<file path="config.mk">
export PLATFORM = sky130hd
export DESIGN_NAME = ball_fsm
export DESIGN_NICKNAME = d
export VERILOG_FILES = /design/src/rtl/pong_pkg.sv /design/src/rtl/ball_fsm_serve_timer.sv /design/src/rtl/ball_fsm.sv
export SDC_FILE = /design/constraint.sdc
export NUM_CORES = 1
export LEC_CHECK = 0
export ABC_AREA = 1
export CAP_MARGIN = 20
export CORE_UTILIZATION = 55
export CTS_BUF_LIST = sky130_fd_sc_hd__clkbuf_2 sky130_fd_sc_hd__clkbuf_4 sky130_fd_sc_hd__clkbuf_8
export DETAILED_ROUTE_END_ITERATION = 8
export PLACE_DENSITY = 0.79
export RECOVER_POWER = 50
export SLEW_MARGIN = 25
export SYNTH_ARGS = -nofsm -noshare
export SYNTH_HDL_FRONTEND = slang
export SYNTH_SLANG_ARGS = --single-unit
</file>
<file path="constraint.sdc">
create_clock -name clock -period 4.4 [get_ports clock]
set_clock_uncertainty 0.05 [all_clocks]
set_input_delay 0.88 -clock clock [delete_from_list [all_inputs] [get_ports clock]]
set_output_delay 0.88 -clock clock [all_outputs]
set_load 0.02 [all_outputs]
</file>
<file path="src/rtl/pong_pkg.sv">
// Shared Pong definitions: bounce codes, ball state encoding and playfield defaults.
package pong_pkg;

  localparam logic [1:0] BOUNCE_NONE   = 2'b00;
  localparam logic [1:0] BOUNCE_PADDLE = 2'b01;
  localparam logic [1:0] BOUNCE_WALL   = 2'b10;

  localparam int SCREEN_X_DEF = 100;
  localparam int SCREEN_Y_DEF = 100;

  typedef enum logic [1:0] {
    ST_IDLE   = 2'd0,
    ST_PLAY   = 2'd1,
    ST_SCORED = 2'd2,
    ST_HOLD   = 2'd3
  } ball_state_e;

endpackage

</file>
<file path="src/rtl/ball_fsm_serve_timer.sv">
// Tick-enabled down-counter timing the post-point hold-off; done fires on the final tick.
module serve_timer #(
  parameter int SERVE_DELAY = 60,
  localparam int CW = $clog2(SERVE_DELAY + 1)
) (
  input  logic clock,
  input  logic reset_n,
  input  logic load,
  input  logic tick,
  output logic done
);

  logic [CW-1:0] cnt;

  assign done = tick && (cnt == CW'(1));

  always_ff @(posedge clock or negedge reset_n) begin
    if (!reset_n)                  cnt <= '0;
    else if (load)                 cnt <= CW'(SERVE_DELAY);
    else if (tick && cnt != '0)    cnt <= cnt - CW'(1);
  end

endmodule

</file>
<file path="src/rtl/ball_fsm.sv">
// Pong ball owner: position/direction, pending bounce flags, miss detection and serve hold-off.
module ball_fsm
  import pong_pkg::*;
#(
  parameter int SCREEN_X    = SCREEN_X_DEF,
  parameter int SCREEN_Y    = SCREEN_Y_DEF,
  parameter int POS_W       = 7,
  parameter int STEP        = 1,
  parameter int SERVE_DELAY = 60
) (
  input  logic             clock,
  input  logic             reset_n,
  input  logic             tick,
  input  logic             serve,
  input  logic [1:0]       bounce,
  output logic [POS_W-1:0] ball_pos_x,
  output logic [POS_W-1:0] ball_pos_y,
  output logic             dir_x,
  output logic             dir_y,
  output logic             in_play,
  output logic             point_p1,
  output logic             point_p2
);

  localparam logic [POS_W:0]   STEP_E = (POS_W+1)'(STEP);
  localparam logic [POS_W:0]   X_MAX  = (POS_W+1)'(SCREEN_X - 1);
  localparam logic [POS_W:0]   Y_MAX  = (POS_W+1)'(SCREEN_Y - 1);
  localparam logic [POS_W-1:0] X_CTR  = POS_W'(SCREEN_X / 2);
  localparam logic [POS_W-1:0] Y_CTR  = POS_W'(SCREEN_Y / 2);

  ball_state_e      state, state_n;
  logic [POS_W-1:0] pos_x, pos_y, pos_x_n, pos_y_n;
  logic             dx_n, dy_n, pend_x, pend_y, pend_x_n, pend_y_n;
  logic             last_hi, last_hi_n;   // last miss was at x max: serve goes +x
  logic             flip_x, flip_y, new_dx, dy_f, new_dy, y_clamp, miss, hold_done;
  logic [POS_W:0]   step_x, step_y;

  // One-tick step; extra bit keeps the edge arithmetic from wrapping.
  always_comb begin
    flip_x  = pend_x | (bounce == BOUNCE_PADDLE);
    flip_y  = pend_y | (bounce == BOUNCE_WALL);
    new_dx  = dir_x ^ flip_x;
    dy_f    = dir_y ^ flip_y;
    step_x  = {1'b0, pos_x};
    step_y  = {1'b0, pos_y};
    y_clamp = 1'b0;
    if (new_dx) step_x = (step_x + STEP_E > X_MAX) ? X_MAX : step_x + STEP_E;
    else        step_x = (step_x < STEP_E) ? '0 : step_x - STEP_E;
    if (dy_f) begin
      y_clamp = (step_y + STEP_E > Y_MAX);
      step_y  = y_clamp ? Y_MAX : step_y + STEP_E;
    end else begin
      y_clamp = (step_y < STEP_E);
      step_y  = y_clamp ? '0 : step_y - STEP_E;
    end
    new_dy = dy_f ^ y_clamp;
    miss   = !flip_x && (step_x == '0 || step_x == X_MAX);
  end

  always_comb begin
    state_n   = state;
    pos_x_n   = pos_x;
    pos_y_n   = pos_y;
    dx_n      = dir_x;
    dy_n      = dir_y;
    pend_x_n  = pend_x;
    pend_y_n  = pend_y;
    last_hi_n = last_hi;
    case (state)
      ST_IDLE: if (serve) begin
        state_n  = ST_PLAY;
        dx_n     = last_hi;
        pend_x_n = 1'b0;
        pend_y_n = 1'b0;
      end
      ST_PLAY: if (tick) begin
        pos_x_n  = step_x[POS_W-1:0];
        pos_y_n  = step_y[POS_W-1:0];
        dx_n     = new_dx;
        dy_n     = new_dy;
        pend_x_n = 1'b0;
        pend_y_n = 1'b0;
        if (miss) begin
          state_n   = ST_SCORED;
          last_hi_n = (step_x == X_MAX);
        end
      end else begin
        pend_x_n = flip_x;
        pend_y_n = flip_y;
      end
      ST_SCORED: state_n = ST_HOLD;
      ST_HOLD: if (hold_done) begin
        state_n = ST_IDLE;
        pos_x_n = X_CTR;
        pos_y_n = Y_CTR;
      end
      default: state_n = ST_IDLE;
    endcase
  end

  always_ff @(posedge clock or negedge reset_n) begin
    if (!reset_n) begin
      state   <= ST_IDLE;
      pos_x   <= X_CTR;
      pos_y   <= Y_CTR;
      dir_x   <= 1'b1;
      dir_y   <= 1'b1;
      pend_x  <= 1'b0;
      pend_y  <= 1'b0;
      last_hi <= 1'b1;
    end else begin
      state   <= state_n;
      pos_x   <= pos_x_n;
      pos_y   <= pos_y_n;
      dir_x   <= dx_n;
      dir_y   <= dy_n;
      pend_x  <= pend_x_n;
      pend_y  <= pend_y_n;
      last_hi <= last_hi_n;
    end
  end

  serve_timer #(.SERVE_DELAY(SERVE_DELAY)) u_timer (
    .clock   (clock),
    .reset_n (reset_n),
    .load    (state == ST_SCORED),
    .tick    (tick && state == ST_HOLD),
    .done    (hold_done)
  );

  assign ball_pos_x = pos_x;
  assign ball_pos_y = pos_y;
  assign in_play    = (state == ST_PLAY);
  assign point_p1   = (state == ST_SCORED) &&  last_hi;
  assign point_p2   = (state == ST_SCORED) && !last_hi;

endmodule
</file>
==> results of run 1 <==
==> area by class of cell <==
cell class / count / area [sq um] / area share (%)
clock buffers: 4 / 48.80 / 2.067
inverters: 42 / 157.7 / 6.677
multi-input cells: 216 / 1169 / 49.50
flip-flops and latches: 27 / 686.9 / 29.09
well taps: 46 / 57.56 / 2.438
repair buffers: 26 / 241.5 / 10.23
==> synthesized netlist by cell type, drive strengths merged (2+ instances only) <==
library cell   n  area, sq um
nand4          6        37.54
o31ai          3        22.52
dfrtp         18        450.4
ha            11        137.6
xor2          13        113.9
nor2          34        137.6
o21ai         18        90.08
a22oi          4        30.03
inv           42        157.7
nor3           5        25.02
a21oi          7        35.03
xnor2          2        17.52
nand3         22        110.1
buf            3        17.52
dfstp          9        236.5
a31oi          2        12.51
o21bai         2        15.01
nand2         74        297.8
o22ai          8        50.05
==> critical path, delay by kind of cell (launching register included) <==
| family | cells | cell delay, ps |
|---|---|---|
| buffers and inverters | 3 | 860 |
| flip-flops | 1 | 430 |
| adder cells (fa/ha/maj) | 1 | 260 |
| AND/OR/NAND/NOR | 1 | 120 |
==> where the power goes <==
group | internal [mW] | switching, mW
sequential | 0.377 | 0.146
clock | 0.0711 | 0.0780
combinational | 0.460 | 0.716
==> logic make-up (layout without fill, tap and decap cells) <==
group / after synthesis / after routing / synth area share, %
simple gates: 144 / 144 / 30.86
compound gates: 46 / 46 / 13.34
buf+inv: 46 / 72 / 8.851
flops: 27 / 27 / 33.74
xor+xnor: 15 / 15 / 6.454
fa+ha+maj: 11 / 11 / 6.761
==> registers in the layout (all words and copies together) (netlist names) <==
register     cells
last_hi          1
pend_y           1
ball_pos_y       7
ball_pos_x       7
dir_x            1
state            2
u_timer.cnt      6
pend_x           1
dir_y            1
==> final timing paths <==
path	from	to	slack (ps)	cells past startpoint
min	u_timer.cnt[3]$_DFFE_PN0P_	u_timer.cnt[3]$_DFFE_PN0P_	450	1
min reg2reg	u_timer.cnt[3]$_DFFE_PN0P_	u_timer.cnt[3]$_DFFE_PN0P_	450	1
max in group asynchronous	reset_n	pend_x$_DFFE_PN0P_	2720	1
max reg2reg	state[1]$_DFFE_PN0P_	ball_pos_y[1]$_DFFE_PN1P_	2020	8
max	state[0]$_DFFE_PN0P_	point_p2	1520	5
min in group asynchronous	reset_n	ball_pos_x[3]$_DFFE_PN0P_	820	1
==> through the flow <==
stage / setup WS, ps / total power, mW / area (sq um) / util (%) / hold slack [ps]
6_report: 1523 / 1.847 / 2361 / 68.59 / 449.5
5_1_grt: 1400 / 2.019 / 2361 / 68.59 / 488.0
4_1_cts: 1512 / 1.843 / 2370 / 68.85 / 458.0
3_5_place_dp: 1402 / 1.689 / 2321 / 67.43 / 444.9
3_3_place_gp: 1373 / 1.683 / 2326 / 67.58 / 428.8
2_1_floorplan: 2135 / 1.357 / 2036 / - / 408.2
==> per-layer routing <==
| metal | track usage [%] | vias up | part of all wire, % |
|---|---|---|---|
| met5 | 0 | - | 0 |
| met4 | 7.558 | 0 | 1.4 |
| met3 | 3.102 | 10 | 4.5 |
| met2 | 39.81 | 59 | 44 |
| met1 | 32.91 | 900 | 50 |
| li1 | - | 996 | - |
==> run_results.csv, run 1 <==
group,metric,value,unit
final_layout,drive_above_1_share,8.571,%
floorplanning,die_h,62.84,microns
grt,grt_pass1_wl,7659,microns
sta,tightest_slew,1300,ps
synthesis,synth_nets,306,
setup_path,worstPathMaxFanout,6,
floorplanning,core_area,3442,sq um
drt,wire_per_inst,12.23,microns
clock_tree,h-tree-depth,1,
floorplanning,die_w,62.84,microns
synthesis,syn_inst,289,
setup_path,cp_cell_sequence,"inv_1, ha_1, inv_1, nor2_1, clkdlybuf4s50_1",
final_layout,mostFrequentLayoutCell,"nand2_1",
synthesis,ys_seq_area_share,33.74,%
setup_path,critPathMostFrequentCell,"inv_1",
status,outcome,"completed",
place,post-dp-hpwl,3444,microns
synthesis,synth-edff-count,0,
floorplanning,rows,21,
worst_hold_path,min_path_type,"reg -> reg",
final_layout,diodes,0,
synthesis,synth.distinct_cells,30,
drt,drt_drc_violations_left,0,
grt,grt_max_degree,26,
clock_tree,numCtsBuffers,3,
setup_path,cp.arrival,1950,ps
drt,via_count,1965,
grt,grt_pass1_vias,1762,
synthesis,async_flop_share,100.0,%
clock_tree,post_cts_buffers,0,
synthesis,ys_ff_latch,27,
floorplanning,initial_utilization,59.14,%
drt,dr.pass1.iters,4,
place,io_buffers,24,
setup_path,worst_path_largest_cell_delay,610,ps
synthesis,syn_area,2036,sq um
drt,routed_wl,4415,microns
sta,fin_crit,2877,ps
final_layout,area_growth,15.98,%
sta,setup_viol,0,
flow_run,cap_violations,0,
setup_path,cp-start-kind,"flip-flop",
setup_path,crit_slowest_cell,"clkdlybuf4s50_1",
clock_tree,cts_sinks,27,
floorplanning,die-area,3949,sq um
clock_tree,cts_tree,"done",
sta,max-slew-margin-rel,13.36,%
clock_tree,root_buffer,"clkbuf_8",
sta,post-route-period-util,65.39,%
drt,via_per_inst,5.443,
drt,drtIter0Drc,154,
grt,antenna_found_initial,0,
drt,antenna_left,0,
sta,fmax,347.5,MHz
grt,grtUsageTotal,24.21,%
setup_path,required,3470,ps
floorplanning,pin_count,25,
sta,setup-tns-final,0,ps
sta,finalHoldViolCount,0,
clock_tree,path_clk_slew,90,ps
place,place_congestion,0.9339,
final_layout,nets,333,
synthesis,yosys_warnings,0,
clock_tree,cts_resized,0,
synthesis,synthFlopType,"dfrtp_1",
synthesis,synth.avg_cell_area,7.044,sq um
clock_tree,cts_hold_buffers,0,
final_layout,final_cell_mix,"nand2_1 (66), inv_1 (41), nor2_1 (30)",
pwr,p_leak,1.137,nW
setup_path,cp-end-kind,"output port",
sta,rsz0062_at_grt,"no",
grt,grt_overflow,0,
sta,final_max_slew_viol_count,0,
pwr,powerDensity,782.4,nW/um^2
final_layout,fin_cells,361,
clock_tree,cts_max_path_buffers,2,
setup_path,setup.worst_path.class,"reg -> out",
final_layout,fillers,299,
place,dp_cells,357,
pwr,vdd_ir_drop_max,394.9,uV
clock_tree,clk_latency,270,ps
No activity file was read; power rests on OpenSTA's default activity.
==> run 2: changes to the inputs <==
CORE_UTILIZATION = 52   (was 55)
PLACE_DENSITY = 0.78   (was 0.79)
clock period = 2.5 ns   (was 4.4 ns; I/O delays follow)
==> run 2 against run 1 <==
- critical path depth unchanged
- via count decreased by 0.20%
- non-clock buffer count increased by 5
- worst setup slack worse by 1300 ps
==> run_results.csv, run 2 (same netlist as run 1, synthesis figures left out) <==
group,metric,value,unit
clock_tree,h-tree-depth,1,
sta,max-slew-margin-rel,2.569,%
final_layout,seqCellArea,686.9,sq um
sta,rsz0062_at_grt,"no",
grt,met1_usage,31.81,%
final_layout,fin_util,65.08,%
drt,drtIter0Drc,206,
sta,setup-tns-final,0,ps
final_layout,stdcell_area,2419,sq um
final_layout,diodes,0,
floorplanning,initial_utilization,54.78,%
setup_path,cp.arrival,1770,ps
sta,tightest_slew,1461,ps
floorplanning,die-area,4169,sq um
sta,fmax,430.9,MHz
drt,antenna_left,0,
pwr,p_leak,1.180,nW
grt,grtUsageTotal,23.91,%
place,dpl_cell_area,2351,sq um
drt,routed_wl,4530,microns
final_layout,final_cell_mix,"nand2_1 (66), inv_1 (41), nor2_1 (30)",
grt,grt_busiest_layer,"met2",
drt,wire_per_inst,12.31,microns
floorplanning,pin_count,25,
drt,via_per_inst,5.329,
setup_path,reg2regPathDepth,16,
setup_path,r2r_setup_slack,190,ps
worst_hold_path,min_path_type,"reg -> reg",
drt,drt_drc_violations_left,0,
clock_tree,path_clk_slew,100,ps
drt,dr.pass1.iters,5,
floorplanning,rows,22,
sta,setup_viol,0,
sta,fin_ws,179.1,ps
grt,antenna_found_initial,0,
drt,via_count,1961,
clock_tree,cts_tree,"done",
place,place_congestion,0.9197,
final_layout,drive_above_1_share,10.94,%
worst_hold_path,min-delay-start,"u_timer.cnt[3]$_DFFE_PN0P_",
clock_tree,cts_max_path_buffers,2,
place,post-dp-hpwl,3423,microns
final_layout,multi_input_area,1174,sq um
pwr,powerDensity,1373,nW/um^2
final_layout,fillers,344,
setup_path,worstPathMaxFanout,6,
final_layout,area_growth,18.81,%
floorplanning,die_h,64.57,microns
final_layout,mostFrequentLayoutCell,"nand2_1",
grt,grt_pass1_vias,1809,
grt,grt_pass1_wl,7852,microns
status,outcome,"completed",
worst_hold_path,min_to,"u_timer.cnt[3]$_DFFE_PN0P_",
final_layout,nets,338,
pwr,vdd_ir_drop_max,592.2,uV
place,io_buffers,24,
sta,final_max_slew_viol_count,0,
setup_path,r2r-end,"state[1]$_DFFE_PN0P_",
setup_path,required,1950,ps
clock_tree,root_buffer,"clkbuf_8",
clock_tree,cts_sinks,27,
sta,post-route-period-util,92.84,%
setup_path,setup.worst_path.class,"reg -> out",
setup_path,cp-start-kind,"flip-flop",
clock_tree,numCtsBuffers,3,
grt,grt_overflow,0,
clock_tree,clk_latency,280,ps
sta,fin_crit,2321,ps
sta,finalHoldViolCount,0,
grt,grtUsageMet2,40.26,%
grt,grt_use_met3,2.817,%
place,pre_cts_ws,-19.93,ps
flow_run,cap_violations,0,
floorplanning,die_w,64.57,microns
grt,grt_max_degree,28,
worst_hold_path,min_path_cells,1,
setup_path,cp-end-kind,"output port",
setup_path,rr_startpoint,"ball_pos_x[1]$_DFFE_PN1P_",
floorplanning,core_area,3716,sq um
-- run 2: cell types whose count changed in the layout (fill, tap and decap cells not counted), sizes merged --
cell	change
dlygate4sd3	+1
clkbuf	-2
buf	+6
dlymetal6s2s	+1
clkdlybuf4s50	-1
-- run 2: power breakdown --
group | switching (mW) | total, mW | internal [mW] | leakage (nW)
clock network | 0.141 | 0.266 | 0.125 | 0.0262
registers | 0.248 | 0.911 | 0.663 | 0.310
logic | 1.29 | 2.14 | 0.854 | 0.844
-- run 2: how the worst max path moves through the flow --
| stage | start | cells past startpoint | slack, ps | to |
|---|---|---|---|---|
| 6_report | state[0]$_DFFE_PN0P_ | 5 | 180 | point_p1 |
| 5_1_grt | ball_pos_x[1]$_DFFE_PN1P_ | 16 | 20 | state[1]$_DFFE_PN0P_ |
| 4_1_cts | state[0]$_DFFE_PN0P_ | 5 | 50 | point_p2 |
| 3_5_place_dp | bounce[0] | 18 | -20 | state[1]$_DFFE_PN0P_ |
| 3_3_place_gp | bounce[0] | 16 | 20 | state[0]$_DFFE_PN0P_ |
| 2_1_floorplan | ball_pos_x[1]$_DFFE_PN1P_ | 16 | 350 | state[0]$_DFFE_PN0P_ |
-- run 2: metal layers --
layer | share of wire [%] | up-vias
li1 | - | 1003
met1 | 46 | 886
met2 | 48 | 65
met3 | 5.3 | 7
met4 | 1.6 | 0
met5 | 0 | -
-- run 2: timing repair --
action	in CTS	in global routing
hold endpoints to repair	0	0
gates resized for setup	1	2
setup endpoints to repair	1	3
buffers inserted	0	2
hold buffers	0	0
-- run 2: through the flow --
stage               power, mW  std cells  hold slack, ps
floorplan               2.389        289           154.4
global placement        2.977        362           426.7
detailed placement      3.009        362           436.2
CTS                     3.291        366           447.8
global route            3.650        368           463.6
finish                  3.321        368           452.5
-- run 2: final cells by class --
type / count / share of cell area, %
multi-input combinational: 216 / 48.53
sequential: 27 / 28.40
timing repair buffer: 31 / 12.05
inverter: 42 / 6.518
tap: 48 / 2.483
clock buffer: 4 / 2.018
-- run 2: worst max-delay path: stages (launching register included) --
cell	delay, ps
dfrtp_1	440
inv_1	110
ha_2	250
nand2_1	60
inv_1	50
clkdlybuf4s50_1	590
